## src/rtl/ccff_chain_loader.sv

```systemverilog
// ccff_chain_loader
//   Drives the head of a configuration (ccff) shift chain from a word-wide bitstream and
//   repacks the bits displaced out of the chain tail into readback words.
//
// Ports
//   prog_clk       configuration clock, also clocks the driven chain
//   pReset         asynchronous active-high reset
//   start          one-cycle pulse that begins a load; only honoured while idle
//   bs_data        bitstream word, bit 0 shifted first
//   bs_valid       bs_data valid
//   bs_ready       loader accepts bs_data this cycle
//   ccff_head      serial bit into the chain
//   config_enable  chain shift enable, high only while a real bit is presented
//   ccff_tail      serial bit out of the chain
//   rb_data        readback word of displaced chain bits, bit 0 is the first bit out
//   rb_valid       one-cycle strobe qualifying rb_data (no backpressure)
//   busy           high whenever not idle
//   done           one-cycle pulse once CHAIN_LEN bits have been shifted
module ccff_chain_loader #(
  parameter int unsigned CHAIN_LEN = 44,
  parameter int unsigned WORD_W    = 8
) (
  input  logic              prog_clk,
  input  logic              pReset,
  input  logic              start,
  input  logic [WORD_W-1:0] bs_data,
  input  logic              bs_valid,
  output logic              bs_ready,
  output logic              ccff_head,
  output logic              config_enable,
  input  logic              ccff_tail,
  output logic [WORD_W-1:0] rb_data,
  output logic              rb_valid,
  output logic              busy,
  output logic              done
);

  localparam int unsigned BitCntW  = $clog2(CHAIN_LEN + 1);
  localparam int unsigned WordCntW = $clog2(WORD_W + 1);

  localparam logic [BitCntW-1:0]  LastBit     = BitCntW'(CHAIN_LEN - 1);
  localparam logic [WordCntW-1:0] LastWordBit = WordCntW'(WORD_W - 1);

  typedef enum logic [1:0] {StIdle, StLoad, StShift, StDone} state_e;

  state_e              state_q, state_d;
  logic [BitCntW-1:0]  bit_cnt_q, bit_cnt_d;
  logic [WordCntW-1:0] word_bit_q, word_bit_d;
  logic [WordCntW-1:0] rb_cnt_q, rb_cnt_d;
  logic [WORD_W-1:0]   shift_q, shift_d;
  logic [WORD_W-1:0]   rb_shift_q, rb_shift_d;
  logic [WORD_W-1:0]   rb_data_q, rb_data_d;
  logic                rb_valid_q, rb_valid_d;

  // Readback word with this cycle's (pre-shift) tail bit merged in at position rb_cnt.
  logic [WORD_W-1:0]   rb_word;
  logic                last_bit;

  always_comb begin
    state_d       = state_q;
    bit_cnt_d     = bit_cnt_q;
    word_bit_d    = word_bit_q;
    rb_cnt_d      = rb_cnt_q;
    shift_d       = shift_q;
    rb_shift_d    = rb_shift_q;
    rb_data_d     = rb_data_q;
    rb_valid_d    = 1'b0;
    bs_ready      = 1'b0;
    config_enable = 1'b0;
    ccff_head     = 1'b0;
    done          = 1'b0;
    busy          = (state_q != StIdle);
    rb_word       = rb_shift_q | (WORD_W'(ccff_tail) << rb_cnt_q);
    last_bit      = (bit_cnt_q == LastBit);

    unique case (state_q)
      StIdle: begin
        if (start) begin
          state_d    = StLoad;
          bit_cnt_d  = '0;
          rb_cnt_d   = '0;
          rb_shift_d = '0;
        end
      end
      StLoad: begin
        bs_ready = 1'b1;
        if (bs_valid) begin
          shift_d    = bs_data;
          word_bit_d = '0;
          state_d    = StShift;
        end
      end
      StShift: begin
        config_enable = 1'b1;
        ccff_head     = shift_q[0];
        shift_d       = shift_q >> 1;
        bit_cnt_d     = bit_cnt_q + 1'b1;
        word_bit_d    = word_bit_q + 1'b1;
        // A full readback word and end-of-chain share one emission; a partial final
        // word goes out with zero high bits because rb_shift was cleared.
        if (rb_cnt_q == LastWordBit || last_bit) begin
          rb_data_d  = rb_word;
          rb_valid_d = 1'b1;
          rb_cnt_d   = '0;
          rb_shift_d = '0;
        end else begin
          rb_shift_d = rb_word;
          rb_cnt_d   = rb_cnt_q + 1'b1;
        end
        // Unused high bits of a partial final word are simply never shifted.
        if (last_bit) begin
          state_d = StDone;
        end else if (word_bit_q == LastWordBit) begin
          state_d = StLoad;
        end
      end
      StDone: begin
        done    = 1'b1;
        state_d = StIdle;
      end
      default: state_d = StIdle;
    endcase
  end

  always_ff @(posedge prog_clk or posedge pReset) begin
    if (pReset) begin
      state_q    <= StIdle;
      bit_cnt_q  <= '0;
      word_bit_q <= '0;
      rb_cnt_q   <= '0;
      shift_q    <= '0;
      rb_shift_q <= '0;
      rb_data_q  <= '0;
      rb_valid_q <= 1'b0;
    end else begin
      state_q    <= state_d;
      bit_cnt_q  <= bit_cnt_d;
      word_bit_q <= word_bit_d;
      rb_cnt_q   <= rb_cnt_d;
      shift_q    <= shift_d;
      rb_shift_q <= rb_shift_d;
      rb_data_q  <= rb_data_d;
      rb_valid_q <= rb_valid_d;
    end
  end

  assign rb_data  = rb_data_q;
  assign rb_valid = rb_valid_q;

endmodule

```

## config.mk

```make
export PLATFORM = sky130hd
export DESIGN_NAME = ccff_chain_loader
export DESIGN_NICKNAME = d
export VERILOG_FILES = /design/src/rtl/ccff_chain_loader.sv
export SDC_FILE = /design/constraint.sdc
export NUM_CORES = 1
export LEC_CHECK = 0
export ABC_AREA = 1
export CORE_ASPECT_RATIO = 1.75
export CORE_MARGIN = 2
export CORE_UTILIZATION = 49
export CTS_BUF_LIST = sky130_fd_sc_hd__clkbuf_16
export DETAILED_ROUTE_END_ITERATION = 10
export HOLD_SLACK_MARGIN = 0.02
export PLACE_DENSITY = 0.87
export SETUP_SLACK_MARGIN = 0.05
export SKIP_LAST_GASP = 1
export SLEW_MARGIN = 0
export SYNTH_ARGS = -nofsm -noshare
export SYNTH_HDL_FRONTEND = slang
export SYNTH_SLANG_ARGS = --single-unit
```

## constraint.sdc

```tcl
create_clock -name prog_clk -period 1.5 [get_ports prog_clk]
set_clock_uncertainty 0.1 [all_clocks]
set_input_delay 0.375 -clock prog_clk [delete_from_list [all_inputs] [get_ports prog_clk]]
set_output_delay 0.375 -clock prog_clk [all_outputs]
set_load 0.01 [all_outputs]
```

# Yosys cells after proc, flatten, opt, wreduce, memory -nomap -nowiden
# Index checks and enable logic that the tools add are counted.
# op_classes
n_addsub,3
eq_ne,9
n_shift,1
muxes,23
bitwise_logic,1
n_reduce_logical,9
# ops
cell,count
$pmux 8 s2,2
$mux 8,3
$pmux 4 s2,2
$mux 4,3
$pmux 6 s2,1
$add 4x1->4 const B,2
$eq 4x3->1 const B,2
$mux 2,4
$or 8x8->8,1
$pmux 2 s4,1
$shl 1x4->8,1
$add 6x1->6 const B,1
$eq 6x6->1 const B,1
$mux 1,6
$mux 6,1
$reduce_and 2->1,3
$reduce_bool 2->1,3
$eq 2x2->1 const B,2
$ne 2x2->1 const B,2
$ne 3x3->1 const B,1
$reduce_and 3->1,1
$eq 2x1->1 const B,1
$logic_not 2->1,1
$logic_or 1x1->1,1
# word_totals
regBits,41
in_bits,13
out_inout_bits,14
elab_cells,54

# Longest topological paths before layout
# Gate-level depths: netlist of run 1.
# depth
word_depth,4
mapped_depth,8
mapped_depth_nobuf,8

# Least setup slack after synthesis of run 1
# No wires, ideal clock.
# synth_timing
path_type,register to register
startpoint,reg rb_cnt_q[0]
endpoint,reg rb_data_q[0] (netlist: rb_data[0])
setup_time_ns,0.117
t_arrival_ns,1.236
required_ns,1.283
setup_slack_ns,0.047
stages_incl_launch_ff,8
path_buffers,1
synth_period_minus_slack_ns,1.453
cell_sequence,dfrtp_1 ha_1 nand2_1 o22ai_2 buf_4 nand2_2 nand2_1 nand2_1
# synth_between
elab_chain_len,3
word_cells_on_any_way,5
classes_between,1 x eq/ne; 1 x shift; 1 x bitwise; 2 x reduce/logical
# synth_rtl
item,line,source
from (decl),49,"logic [WordCntW-1:0] rb_cnt_q, rb_cnt_d;"
from (signal assigned),139,rb_cnt_q <= rb_cnt_d;
$eq 4x3->1,101,if (rb_cnt_q == LastWordBit || last_bit) begin
$logic_or 1x1->1,101,
$reduce_and 2->1 (no line),-,
to (signal assigned),142,rb_data_q <= rb_data_d;
to (decl),52,"logic [WORD_W-1:0] rb_data_q, rb_data_d;"
# Parallel ways exist; a longest one is shown, timed or not.
# A chain may end at the register's enable or synchronous reset.

# Final worst setup path of run 1
# layout_timing
startpoint,reg state_q[0]
endpoint,out config_enable
# layout_between
elab_chain_len,2
# layout_rtl
item,line,source
from (decl),46,"state_e state_q, state_d;"
from (signal assigned),127,state_q <= StIdle;
from (signal assigned),136,state_q <= state_d;
$eq 2x2->1,76,unique case (state_q)
$mux 1,76,
to (decl),30,"output logic config_enable,"
# Every way passes these cells.

==> flow_summary.json, run 1 <==
{
  "hold_ws_ps": 347,
  "cts_tree": "yes",
  "via_per_inst": 5.23,
  "path_buf_inv": 3,
  "max_freq_mhz": 600,
  "ant_nets": 0,
  "p_per_area_nw_per_um2": 1960,
  "p_comb_share_pct": 47.6,
  "avgRoutedWirePerCell_um": 14.4,
  "cts_inserted_buffers": 5,
  "netlist.area_leader.share_pct": 50.4,
  "crit_type": "reg2out",
  "max_stage_delay_ps": 410,
  "place_ws_ps": -237,
  "p_seq_share_pct": 30.6,
  "rsz0062_at_grt": "yes",
  "fp.dieW_um": 52.7,
  "start_util_pct": 50.0,
  "switching_share_pct": 37.9,
  "setup_viol": 22,
  "cp_top_family": "flip-flops",
  "grtUsageTotal_pct": 21.9,
  "nets": 310,
  "drive_gt1_share_pct": 22.0,
  "worstPathArrival_ps": 1190,
  "wirelength_um": 4940,
  "design.core.area_um2": 4070,
  "num_rows": 31,
  "syn_nets": 256,
  "pwr-share-clk_pct": 21.8,
  "ys_ff_latch": 41,
  "crit_fanout": 3,
  "grt_overflow": 0,
  "clk_pin_slew_ps": 60,
  "syn_avg_cell_area_um2": 8.48,
  "period_share_pct": 111,
  "worstSkewPairLatency_ps": 280,
  "crit_chain": "buf_6 -> nor2_8 -> buf_4 -> buf_6",
  "grt_pass1_wl_um": 7490,
  "tightest_slew_ps": 298,
  "io_pins": 27,
  "synth.area.top_cells": "dfrtp_1 50%, nand2_1 14%, nand3_1 6.6%, inv_1 4.2%, o21bai_1 3.0%",
  "period_needed_ps": 1670,
  "end_kind": "primary output",
  "cts-root-buf": "clkbuf_16",
  "syn2layout_area_growth_pct": 39.8,
  "route.detailed.drc": 0,
  "outcome": "complete, but fails checks",
  "start_kind": "register",
  "synth_area_um2": 2030,
  "fin_util_pct": 69.8,
  "clockBufferDepth": 2,
  "p_sw_uw": 2110,
  "fill_cells": 282,
  "internal-power_uw": 3450,
  "slowest_stage": "dfrtp_2",
  "seq_area_frac_synth_pct": 50.4,
  "hold_violations": 0,
  "antenna_cells": 0,
  "yosysWarnings": 0,
  "slew_viol_final": 0,
  "synthDistinctLibCells": 28,
  "port_buffers": 26,
  "grt_max_degree": 42,
  "peakVddDrop_mv": 1.66,
  "die_h_um": 89.2,
  "maxCapViolations": 0,
  "drt_pass1_iterations": 4,
  "critPathMostFrequentCell": "buf_6",
  "placed_cell_area_um2": 2460,
  "die_area_um2": 4700,
  "hold_class": "in2async",
  "antenna_found_initial": 0,
  "h-tree-depth": 2,
  "violations": "negative setup slack",
  "drt_iter0_drc": 46,
  "cts.sink_count": 41,
  "postSynthCellCount": 240,
  "gp_congestion": 0.820,
  "leakagePower_uw": 0.00137,
  "required_ps": 1020,
  "worst_slack_ps": -168,
  "place_hpwl_um": 2960,
  "fin_area_um2": 2840,
  "grt_pass1_vias": 1742,
  "vias": 1800,
  "synth_area_leader_cell": "dfrtp_1",
  "slew_headroom_pct": 80.1
}
[per-stage QoR]
stage                     std cells  TNS (ps)  power (uW)
after floorplan                 240         0        2980
after global placement          327     -2330        3630
after detailed placement        327     -2980        3720
after CTS                       340      -549        5070
after global routing            344     -3130        5910
final                           344     -1260        5560
[registers in the layout, summed over array words and instances, names as in the netlist]
signal / count
rb_data: 8
rb_shift_q: 8
shift_q: 8
bit_cnt_q: 6
rb_cnt_q: 4
word_bit_q: 4
state_q: 2
rb_valid: 1
[kinds of logic (layout without fill, tap and decap cells)]
kind of cell / after synthesis / in the layout / synth area share [%]
AND/OR/NAND/NOR: 124 / 125 / 27.5
flip-flops: 41 / 41 / 50.4
AO/OA/AOI/OAI: 35 / 35 / 11.1
buffers and inverters: 33 / 87 / 7.44
XOR/XNOR: 4 / 4 / 1.72
adder cells (fa/ha/maj): 3 / 3 / 1.85
[area by class of cell]
cell class | count | area [um2] | share of cell area [%]
Tap cell | 49 | 61.3 | 2.16
Multi-Input combinational cell | 167 | 963 | 33.9
Sequential cell | 41 | 1030 | 36.1
Clock inverter | 3 | 41.3 | 1.45
Inverter | 27 | 116 | 4.09
Clock buffer | 5 | 125 | 4.40
Timing Repair Buffer | 52 | 509 | 17.9
[cells in the mapped netlist]
library cell  count
buf_6             2
o22ai_2           1
dfrtp_1          41
nor2_1           10
ha_1              3
or2_2             1
a22o_1            1
o21ai_1           2
nand2_2           1
nor2_4            2
nand3_2           1
inv_2             3
a21oi_1           4
o22ai_1           1
xor2_1            3
inv_4             1
inv_1            23
o211ai_1          7
buf_2             2
nand3_1          27
nand2_1          78
nand2_4           2
o21ai_0          11
xnor2_1           1
o21bai_1          8
or2_1             1
nor2_8            1
buf_4             2
[repair_timing]
action	4_1_cts	5_1_grt
buffers inserted	4	5
cloned	1	0
hold buffers	0	0
pin swaps	6	7
resized for setup	41	34
endpoints found under the setup margin	36	41
[worst reg2reg max path, stage by stage (launching register included)]
cell and delay (ps):
dfrtp_2 410, buf_4 140, buf_6 120, inv_8 60, nor2_4 40, buf_6 120
nand2_8 70, nand2_8 80, o211ai_1 150, o21ai_0 160
[routing by layer]
metal | GRT usage, % | vias up | routed length [um]
li1 | - | 881 | -
met3 | 5.02 | 14 | 178
met4 | 12.4 | 0 | 145
met5 | 0 | - | 0
met2 | 39.2 | 43 | 2810
met1 | 22.9 | 862 | 1800
[cell usage in the layout (no fill, tap or decap), types with 5 or more instances in the layout]
master	synthesis	routed
inv_1	23	23
nand3_1	27	26
o21ai_0	11	5
nor2_1	10	8
clkdlybuf4s50_1	0	12
clkbuf_16	0	5
dfrtp_1	41	40
buf_4	2	15
dlygate4sd2_1	0	9
o21ai_1	2	7
o211ai_1	7	7
nand2_1	78	73
buf_6	2	10
o21bai_1	8	8
[final timing paths]
check | start | to | slack, ps | cells after the start
worst max-delay path | state_q[0] | config_enable | -170 | 4
worst min-delay path | pReset | rb_data[4] | 350 | 3
worst max register to register | state_q[0] | shift_q[0] | -90 | 9
worst min register to register | rb_data[2] | rb_data[2] | 360 | 2
max in group asynchronous | pReset | state_q[0] | 740 | 3
min in group prog_clk | rb_data[2] | rb_data[2] | 360 | 2
[power groups by stage]
| stage | registers, uW | logic, uW | clock network [uW] |
|---|---|---|---|
| floorplan | 1720 | 1260 | 0 |
| global placement | 1680 | 1960 | 0 |
| detailed placement | 1700 | 2010 | 0 |
| CTS | 1680 | 2180 | 1220 |
| global route | 1730 | 2920 | 1250 |
| finish | 1700 | 2650 | 1210 |
No activity file was read; power rests on OpenSTA's default activity.
==> inputs of run 2 (changes only) <==
--- a/config.mk
+++ b/config.mk
@@ -6,14 +6,15 @@
 export NUM_CORES = 1
 export LEC_CHECK = 0
 export ABC_AREA = 1
+export CAP_MARGIN = 20
 export CORE_ASPECT_RATIO = 1.75
 export CORE_MARGIN = 2
-export CORE_UTILIZATION = 49
+export CORE_UTILIZATION = 56
 export CTS_BUF_LIST = sky130_fd_sc_hd__clkbuf_16
 export DETAILED_ROUTE_END_ITERATION = 10
+export DONT_BUFFER_PORTS = 1
 export HOLD_SLACK_MARGIN = 0.02
-export PLACE_DENSITY = 0.87
-export SETUP_SLACK_MARGIN = 0.05
+export PLACE_DENSITY = 0.86
 export SKIP_LAST_GASP = 1
 export SLEW_MARGIN = 0
 export SYNTH_ARGS = -nofsm -noshare
==> flow_summary.json, run 2 (synthesized netlist as in run 1, its figures left out) <==
{
  "drt_pass1_iterations": 4,
  "maxCapViolations": 0,
  "max_freq_mhz": 663,
  "design.core.area_um2": 3560,
  "outcome": "complete, but fails checks",
  "setup_viol": 2,
  "grt_overflow": 0,
  "clk_pin_slew_ps": 60,
  "num_rows": 29,
  "route.detailed.drc": 0,
  "period_share_pct": 101,
  "worstSkewPairLatency_ps": 280,
  "leakagePower_uw": 0.00123,
  "drt_iter0_drc": 75,
  "vias": 1780,
  "clockBufferDepth": 2,
  "start_kind": "register",
  "p_per_area_nw_per_um2": 1920,
  "start_util_pct": 57.2,
  "power.total_uw": 4750,
  "h-tree-depth": 2,
  "gp_congestion": 0.860,
  "cts-root-buf": "clkbuf_16",
  "grt_pass1_wl_um": 7370,
  "worstPathArrival_ps": 1030,
  "dp.cells": 288,
  "slew_headroom_pct": 82.8,
  "tightest_slew_ps": 257,
  "end_kind": "primary output",
  "fin_area_um2": 2470,
  "crit_fanout": 4,
  "io_pins": 27,
  "grt_pass1_vias": 1652,
  "grtUsageTotal_pct": 23.1,
  "ant_nets": 0,
  "layout_commonest_cell": "nand2_1",
  "drive_gt1_share_pct": 19.5,
  "hold_class": "in2reg",
  "syn2layout_area_growth_pct": 21.6,
  "crit_type": "reg2out",
  "required_ps": 1020,
  "die_area_um2": 4150,
  "rsz0062_at_grt": "yes",
  "port_buffers": 0,
  "peakVddDrop_mv": 1.44,
  "fp.dieW_um": 49.6,
  "via_per_inst": 5.71,
  "cts_inserted_buffers": 5,
  "layout.cells.non_filler": 312,
  "hold_violations": 0,
  "placed_cell_area_um2": 2120,
  "violations": "negative setup slack",
  "slew_viol_final": 0,
  "antenna_found_initial": 0,
  "grt_max_degree": 42,
  "nets": 281,
  "place_ws_ps": -13.2,
  "layout_common_cells": "74 x nand2_1, 40 x dfrtp_1, 26 x nand3_1",
  "die_h_um": 83.7,
  "worst_slack_ps": -8.24,
  "antenna_cells": 0,
  "worst-r2r-setup-slack_ps": 10,
  "place_hpwl_um": 2840,
  "avgRoutedWirePerCell_um": 15.8,
  "wirelength_um": 4930,
  "period_needed_ps": 1510,
  "cts.sink_count": 41,
  "cts_tree": "yes"
}
==> run 2: cell types whose count changed in the layout (fill, tap and decap cells not counted), moves of 2 or more <==
| cell | delta |
|---|---|
| o21ai_1 | -5 |
| o21ai_0 | +6 |
| clkdlybuf4s50_1 | -12 |
| dlygate4sd2_1 | -9 |
| nand2_8 | -2 |
| buf_2 | -2 |
| nor2_2 | -2 |
| buf_4 | +2 |
| buf_6 | -8 |
==> run 2: report_power, final <==
part / switching [uW] / internal (uW)
clock network: 417 / 609
logic: 1190 / 760
registers: 300 / 1470
total: 1910 / 2840
==> run 2: area by class of cell <==
| class | count | area (um2) |
|---|---|---|
| fill | 275 | 1080 |
| sequential | 41 | 1030 |
| multi-input combinational | 167 | 921 |
| timing repair buffer | 23 | 215 |
| clock buffer | 5 | 125 |
| inverter | 27 | 111 |
| tap | 46 | 57.6 |
| clock inverter | 3 | 17.5 |
==> run 2: per-layer routing <==
metal | part of all wire, % | track usage, % | vias to the layer above
met1 | 34 | 25.7 | 852
met4 | 4.5 | 12.6 | 0
met5 | 0 | 0 | -
li1 | - | - | 824
met2 | 56 | 40.1 | 84
met3 | 5.5 | 4.66 | 20
==> run 2: final timing paths <==
kind                                     from            end  cells after the start
worst min register to register  rb_shift_q[1]  rb_shift_q[1]                      2
min in group asynchronous              pReset       rb_valid                      3
worst max-delay path               state_q[0]       bs_ready                      3
worst max register to register   bit_cnt_q[1]  rb_shift_q[6]                      7
worst min-delay path               bs_data[7]     shift_q[7]                      2
max in group asynchronous              pReset     state_q[0]                      3
==> run 2: repair_timing <==
action                     in CTS  in global routing
setup buffers                   6                  8
gates cloned                    0                  1
setup endpoints to repair      11                 30
hold endpoints to repair       41                  0
pin swaps                       4                  6
hold buffers                    1                  0
gates resized for setup         8                 14
==> run 2: metrics by stage <==
step	utilization (%)	TNS, ps	hold WS (ps)
floorplan	-	0	343
global placement	59.5	0	237
detailed placement	59.5	-13.2	242
CTS	65.8	-70.7	148
global route	69.6	-281	170
finish	69.6	-11.4	147
==> run 2: critical path: stages (launching register included) <==
cell	delay, ps
dfrtp_2	450
inv_2	120
nor2_4	50
buf_4	130
